**src/rtl/mb_alu.sv**
```systemverilog
// Serial multi-byte ALU: walks an NBYTES-wide operand pair one byte per clock, LSB first,
// chaining the carry between bytes and producing SM83-style Z/N/H/C flags for the full width.
module mb_alu #(
    parameter int NBYTES = 2
) (
    input  logic                clk,
    input  logic                rst,
    input  logic                start,
    input  logic                abort,
    input  logic [2:0]          op,
    input  logic                c_in,
    input  logic [8*NBYTES-1:0] a,
    input  logic [8*NBYTES-1:0] b,
    output logic                busy,
    output logic                done,
    output logic [8*NBYTES-1:0] res,
    output logic                f_z,
    output logic                f_n,
    output logic                f_h,
    output logic                f_c
);

    localparam int W  = 8 * NBYTES;
    localparam int IW = (NBYTES > 1) ? $clog2(NBYTES) : 1;
    localparam logic [IW-1:0] LAST = IW'(NBYTES - 1);

    typedef enum logic [1:0] {S_IDLE, S_RUN, S_DONE} state_t;
    typedef enum logic [2:0] {
        OP_ADD, OP_ADC, OP_SUB, OP_SBC, OP_AND, OP_XOR, OP_OR, OP_CP
    } op_t;

    state_t         state_q, state_d;
    op_t            op_q, op_d;
    logic [IW-1:0]  idx_q, idx_d;
    logic           carry_q, carry_d;
    logic [W-1:0]   a_q, a_d;
    logic [W-1:0]   a_sh_q, a_sh_d;
    logic [W-1:0]   b_sh_q, b_sh_d;
    logic [W-1:0]   work_q, work_d;
    logic [W-1:0]   res_q, res_d;
    logic           busy_q, busy_d;
    logic           done_q, done_d;
    logic           f_z_q, f_z_d, f_n_q, f_n_d, f_h_q, f_h_d, f_c_q, f_c_d;

    logic           is_sub, is_logic;
    logic [7:0]     a_byte, addend, logic_byte, res_byte;
    logic [8:0]     sum9;
    logic           h_carry;

    // Per-byte datapath on the shifted operands; subtraction adds ~b with an injected carry.
    always_comb begin
        is_sub     = (op_q == OP_SUB) || (op_q == OP_SBC) || (op_q == OP_CP);
        is_logic   = (op_q == OP_AND) || (op_q == OP_XOR) || (op_q == OP_OR);
        a_byte     = a_sh_q[7:0];
        addend     = is_sub ? ~b_sh_q[7:0] : b_sh_q[7:0];
        sum9       = {1'b0, a_byte} + {1'b0, addend} + {8'd0, carry_q};
        h_carry    = sum9[4] ^ a_byte[4] ^ addend[4];
        logic_byte = 8'h00;
        case (op_q)
            OP_AND:  logic_byte = a_byte & b_sh_q[7:0];
            OP_XOR:  logic_byte = a_byte ^ b_sh_q[7:0];
            OP_OR:   logic_byte = a_byte | b_sh_q[7:0];
            default: logic_byte = 8'h00;
        endcase
        res_byte = is_logic ? logic_byte : sum9[7:0];
    end

    always_comb begin
        // NOTE: every *_d defaults to its hold value first, so no path leaves a variable unassigned and no latch is inferred.
        state_d = state_q;
        op_d    = op_q;
        idx_d   = idx_q;
        carry_d = carry_q;
        a_d     = a_q;
        a_sh_d  = a_sh_q;
        b_sh_d  = b_sh_q;
        work_d  = work_q;
        res_d   = res_q;
        busy_d  = busy_q;
        done_d  = 1'b0;
        f_z_d   = f_z_q;
        f_n_d   = f_n_q;
        f_h_d   = f_h_q;
        f_c_d   = f_c_q;

        case (state_q)
            S_RUN: begin
                if (abort) begin
                    state_d = S_IDLE;
                    busy_d  = 1'b0;
                end else begin
                    // Result bytes enter at the top and slide down, so byte 0 lands at the bottom last.
                    work_d  = (work_q >> 8) | (W'(res_byte) << (W - 8));
                    a_sh_d  = a_sh_q >> 8;
                    b_sh_d  = b_sh_q >> 8;
                    carry_d = sum9[8];
                    idx_d   = idx_q + IW'(1);
                    if (idx_q == LAST) begin
                        state_d = S_DONE;
                        busy_d  = 1'b0;
                        done_d  = 1'b1;
                        res_d   = (op_q == OP_CP) ? a_q : work_d;
                        f_z_d   = (work_d == '0);
                        f_n_d   = is_sub;
                        f_h_d   = is_logic ? (op_q == OP_AND) : (h_carry ^ is_sub);
                        f_c_d   = is_logic ? 1'b0 : (sum9[8] ^ is_sub);
                    end
                end
            end
            default: begin
                if (start) begin
                    state_d = S_RUN;
                    busy_d  = 1'b1;
                    idx_d   = '0;
                    op_d    = op_t'(op);
                    a_d     = a;
                    a_sh_d  = a;
                    b_sh_d  = b;
                    case (op_t'(op))
                        OP_ADC:        carry_d = c_in;
                        OP_SUB, OP_CP: carry_d = 1'b1;
                        OP_SBC:        carry_d = ~c_in;
                        default:       carry_d = 1'b0;
                    endcase
                end else begin
                    state_d = S_IDLE;
                    busy_d  = 1'b0;
                end
            end
        endcase
    end

    // NOTE: sequential state uses non-blocking assignments so every flop samples pre-edge values.
    always_ff @(posedge clk) begin
        if (rst) begin
            state_q <= S_IDLE;
            op_q    <= OP_ADD;
            idx_q   <= '0;
            carry_q <= 1'b0;
            a_q     <= '0;
            a_sh_q  <= '0;
            b_sh_q  <= '0;
            work_q  <= '0;
            res_q   <= '0;
            busy_q  <= 1'b0;
            done_q  <= 1'b0;
            f_z_q   <= 1'b0;
            f_n_q   <= 1'b0;
            f_h_q   <= 1'b0;
            f_c_q   <= 1'b0;
        end else begin
            state_q <= state_d;
            op_q    <= op_d;
            idx_q   <= idx_d;
            carry_q <= carry_d;
            a_q     <= a_d;
            a_sh_q  <= a_sh_d;
            b_sh_q  <= b_sh_d;
            work_q  <= work_d;
            res_q   <= res_d;
            busy_q  <= busy_d;
            done_q  <= done_d;
            f_z_q   <= f_z_d;
            f_n_q   <= f_n_d;
            f_h_q   <= f_h_d;
            f_c_q   <= f_c_d;
        end
    end

    assign busy = busy_q;
    assign done = done_q;
    assign res  = res_q;
    assign f_z  = f_z_q;
    assign f_n  = f_n_q;
    assign f_h  = f_h_q;
    assign f_c  = f_c_q;

endmodule

```
**config.mk**
```make
export PLATFORM = sky130hd
export DESIGN_NAME = mb_alu
export DESIGN_NICKNAME = d
export VERILOG_FILES = /design/src/rtl/mb_alu.sv
export SDC_FILE = /design/constraint.sdc
export NUM_CORES = 1
export LEC_CHECK = 0
export ABC_AREA = 1
export CORE_UTILIZATION = 35
export DETAILED_ROUTE_END_ITERATION = 10
export RECOVER_POWER = 50
export SYNTH_ARGS = -nofsm -noshare
export SYNTH_HDL_FRONTEND = slang
export SYNTH_SLANG_ARGS = --single-unit
```
**constraint.sdc**
```tcl
create_clock -name clk -period 5.9 [get_ports clk]
set_clock_uncertainty 0.1 [all_clocks]
set_input_delay 0.885 -clock clk [delete_from_list [all_inputs] [get_ports clk]]
set_output_delay 0.885 -clock clk [all_outputs]
set_load 0.05 [all_outputs]
```
[Word-level counts from Yosys, hierarchy flattened]
Cells that the tools add are included.
Storage, ports and cells
  output and inout bits: 22
  bits in registers: 93
  bits of input ports: 40
Operators by class
  eq/ne operators: 13
  bitwise gates (word level): 12
  reduce and logical (&&, ||, !) cells: 12
  multiplexer cells: 28
  $add $sub $neg: 3
Operator list (count)
  two-way mux 16 bit: 7
  case mux 8 bit (3 select lines): 1
  zero test 16 bit: 1
  two-way mux 8 bit: 2
  bitwise OR 8 x 16 -> 16 bit: 1
  == test 3 bit, second input constant: 5
  two-way mux 1 bit: 14
  == test 3 x 2 -> 1 bit, second input constant: 4
  adder 8 x 8 -> 9 bit: 1
  adder 9 x 1 -> 9 bit: 1
  AND 8 bit: 1
  inverter 8 bit: 1
  bitwise OR 8 bit: 1
  bitwise XOR 8 bit: 1
  two-way mux 2 bit: 3
  AND reduction 2 bit: 3
  logical OR 1 bit: 4
  bitwise XOR 1 bit: 4
  == test 3 x 1 -> 1 bit, second input constant: 1
  inequality test 3 bit, second input constant: 1
  inverter 1 bit: 3
  case mux 1 bit (3 select lines): 1
  AND reduction 3 bit: 1
  OR reduction 3 bit: 1
  other kinds (5): 5

[Depth between registers and ports, before layout]
  depth after elaboration: 10
  gate-level depth with buffers: 19

[Worst setup path before layout]
Ideal clock, no wire load.
  path kind: register -> register
  from: register op_q[1]
  to: register f_z_q (netlist: f_z)
  data required time: 5.730 ns
  arrival: 2.423 ns
  buffers on the path: 0
  library setup time: 0.070 ns
  cell stages (with the launch flop): 15
  setup slack: 3.307 ns
  cell sequence: dfxtp_1 inv_1 nor2_4 xor2_1 fa_1 inv_1 fa_1 or2_2 nand3_2 nand4_1 nor2_1 nand2_1 nor2_1 nand3_1 a21oi_1
On the way
  word-level cells in the longest chain between the ends: 9
  elaborated cells on any way between the ends: 17
  classes of those cells: 2 x add/sub; 6 x eq/ne; 3 x mux; 1 x bitwise; 5 x reduce/logical
Ends and longest elaborated chain
  start: declaration: line 33  | op_t op_q, op_d;
  start signal: assignment: line 153  | op_q <= op_d;
  == test 3 x 2 -> 1 bit: line 52  | is_sub = (op_q == OP_SUB) || (op_q == OP_SBC) || (op_q == OP_CP);
  logical OR 1 bit (2 in series): line 52
  two-way mux 8 bit: line 55  | addend = is_sub ? ~b_sh_q[7:0] : b_sh_q[7:0];
  adder 8 x 8 -> 9 bit: line 56  | sum9 = {1'b0, a_byte} + {1'b0, addend} + {8'd0, carry_q};
  adder 9 x 1 -> 9 bit: line 56
  two-way mux 8 bit (*): line 65  | res_byte = is_logic ? logic_byte : sum9[7:0];
  bitwise OR 8 x 16 -> 16 bit (*): line 93  | work_d = (work_q >> 8) | (W'(res_byte) << (W - 8));
  zero test 16 bit (*): line 103  | f_z_d = (work_d == '0);
  end signal: assignment: line 163  | f_z_q <= f_z_d;
  end: declaration: line 43  | logic f_z_q, f_z_d, f_n_q, f_n_d, f_h_q, f_h_d, f_c_q, f_c_d;
Every way passes the cells marked *; elsewhere a longest branch is shown, timed or not.
A chain may end at the register's enable or synchronous reset.

[Final worst setup path]
  from: register state_q[0]
  to: register res_q[8] (netlist: res[8])
On the way
  word-level cells in the longest chain between the ends: 2
Ends and longest elaborated chain
  start: declaration: line 32  | state_t state_q, state_d;
  start signal: assignment: line 152  | state_q <= state_d;
  == test 2 x 1 -> 1 bit: line 86  | case (state_q)
  AND reduction 3 bit (no line)
  end signal: assignment: line 160  | res_q <= res_d;
  end: declaration: line 40  | logic [W-1:0] res_q, res_d;
No other way between the ends.

==> impl_results.md <==
- Outcome: finished with violations
- Failing checks: design-rule violations
- Detailed-route DRC error count: 3
- Power share of the clock group: around two fifths
- Ant. Diodes: 0
- Die extent in y: 112 um
- CP Max Fanout: 22
- Crit-path cells: inv_1, nor2_1, nand2_1, nor2_2, clkbuf_1, inv_1, a21oi_1, a21oi_1
- Die X: 112 um
- Average vias per placed instance: approximately 5
- Worst Setup End Kind: flip-flop
- CTS resizes: 0
- GR Overflow Total: 0
- Commonest non-fill, non-tap cell in the layout: nand2_1
- Combinational power share: 18.7%
- Final hold violation count: 0
- H-tree depth: 3
- RR Startpoint: state_q[0]
- Hold path start: a_sh_q[15]
- Switching power: 0.452 mW
- CTS Hold Bufs: 0
- Share of cells above drive strength 1: 5.01%
- Fin worst setup slack: about 1900 ps
- Slew @ Worst Pin: 1220 ps
- Post-DP HPWL: a little over 8000 um
- RSZ-0062 raised after global routing: no
- Sw Share: between 20% and 30%
- Count of different cell masters after synthesis: 34
- Vias in the first global route: 3648
- WL/cell: 14.3 um
- Iteration-0 DRC Markers: 174
- Max IR drop VDD: 0.000141 V
- Hold Crit Class: reg -> reg
- Antenna violations before repair: 0
- Final Wtd Congestion: 0.798
- Critical path's largest stage delay: 900 ps
- Hold EP: a_sh_q[15]
- Number of post-CTS setup repair buffers: 0
- Mapped cell area: roughly 4200 um^2
- CTS root buf: clkbuf_16
- Fin crit share: 68.0%
- PD cells: 296 nW/um^2
- GRT Util Overall: 18.4%
- Pre-antenna DRT Iters: 7
- Hold path depth: 2
- FP Rows: 39
- Clk sinks: 84
- Largest net degree at the start of global routing: 52
- Top_reg_cell synth: dfxtp_1
- Fin nets: 699
- Syn avg cell area: between 7 and 8 um^2
- R2R setup slack: 1890 ps
- Max Root-Sink Buffers: 2
- Max-cap violations: 0
- Seq pwr share: about 41%
- Syn_nets: 652
- Total Wirelength: 11200 um
- Dpl ws: about 2800 ps
- Setup TNS: 0 ps
- Buffers on Ports: 61
- Min cycle time layout: between 4000 and 5000 ps
- Arrival time worst endpoint: 4130 ps
- Initial Utilization: 36.5%
- Final setup vio count: 0
- First-pass GRT wire length: 18400 um
- WS Path Type: reg -> reg
- Seq/Total Area, Yosys: about two fifths
- Tot Pwr: 1.54 mW
- I/O pin cnt: 62
- Core area: 11600 um^2
- Slew Viols, Final: 0
- Lkg Pwr: 2.35 nW
- Async S/R FF share, synth: 0%
- R2R depth: 8
- Crit start category: flip-flop
- Post-route ant nets: 0
- Vias post-DR: 3912
- Relative slew slack: 18.5%
- EDFF count, synth: 0
- Worst endpoint required time: 6020 ps
- Achievable frequency: 0.249 GHz
- CTS buffer count: 9
- CP max stage cell: nor2_1
- Area delta synth->final: 22.8%
- Full die area: 12500 um^2
- Reg-to-reg critical path endpoint: res[8]
- Mapped Cells: around 590
- Reg clk slew, reported paths: 60 ps
- CTS tree: done
- Yosys reg bits: 84
- Most frequent cells in the layout: 155 x nand2_1, 84 x dfxtp_1, 72 x a21oi_1, 58 x inv_1, 49 x o21ai_0
- Cell Int Power: 1.09 mW
- Worst-Skew Late Latency: ~340 ps
- YS warnings: 0
kinds of logic after synthesis:
family / count (synthesis) / share of synthesized area [%]
adders and majority gates: 25 / 7.74
DFF: 84 / 39.7
and+or+nand+nor: 230 / 23.1
xor gates and xnor gates: 9 / 1.86
AOI/OAI and AO/OA: 150 / 18.6
buffers and inverters: 89 / 8.95
Yosys cell counts, types with 3 or more instances:
cell type	instances	area share, %
buf_2	10	1.2
inv_2	4	0.35
nand4_1	6	0.89
nor2_2	3	0.44
inv_1	56	5.0
nand2_1	153	14
buf_6	3	0.80
nand2_2	3	0.44
ha_1	23	6.8
or2_2	3	0.44
dfxtp_1	84	40
a31oi_1	17	2.5
clkbuf_1	12	1.1
xor2_1	8	1.7
o211ai_1	3	0.53
o21ai_0	48	5.7
a21oi_1	72	8.5
nand3_1	17	2.0
nor2_1	36	3.2
o21ai_1	7	0.83
metal layers:
| metal | vias to the layer above | part of all wire, % | track usage [%] |
|---|---|---|---|
| met1 | 1791 | 51 | 26.6 |
| met4 | 0 | 1.5 | 4.36 |
| met3 | 15 | 4.5 | 3.65 |
| met5 | - | 0 | 0 |
| li1 | 2011 | - | - |
| met2 | 95 | 43 | 28.2 |
final cells by class:
cell class                 count  area (um^2)
clock buffer                  10          229
clock inverter                 6         96.3
fill                        1222         6410
inverter                      62          235
multi-input combinational    414         2160
sequential                    84         1680
tap                          143          179
timing repair buffer          63          622
worst max path at each step:
stage / startpoint / end / slack, ps / cells past startpoint
after floorplan: op_q[1] / f_z / 3310 / 14
after global placement: rst / work_q[15] / 2800 / 6
after detailed placement: rst / a_sh_q[5] / 2790 / 5
after CTS: op_q[1] / f_z / 2980 / 14
after global routing: state_q[0] / res[8] / 1450 / 8
final: state_q[0] / res[8] / 1890 / 8
critical path, delay by kind of cell, from the launching register on:
family,cells,cell delay [ps]
buffers and inverters,3,1270
AOI/OAI and AO/OA,2,460
and+or+nand+nor,3,1700
DFF,1,350
flip-flops by register name (all words and copies together), names as in the netlist, 2 cells and up:
register	count
a_q	16
a_sh_q	16
b_sh_q	16
op_q	3
res	16
state_q	2
work_q	8
power groups by stage:
stage               Sequential (mW)  Combinational (mW)  Clock [mW]
finish                        0.634               0.288       0.617
global route                  0.638               0.329       0.649
CTS                           0.634               0.292       0.623
detailed placement            0.646               0.290           0
global placement              0.645               0.285           0
floorplan                     0.639               0.205           0
per-stage QoR:
step / hold WS, ps / cells / instance area, um^2 / utilization [%]
after floorplan: 339 / 587 / 4240 / -
after global placement: 351 / 766 / 4900 / 42.2
after detailed placement: 356 / 766 / 4900 / 42.2
after CTS: 365 / 782 / 5220 / 45.0
after global routing: 381 / 782 / 5200 / 44.8
final: 366 / 782 / 5200 / 44.8
Power figures use the tool's default switching activity.
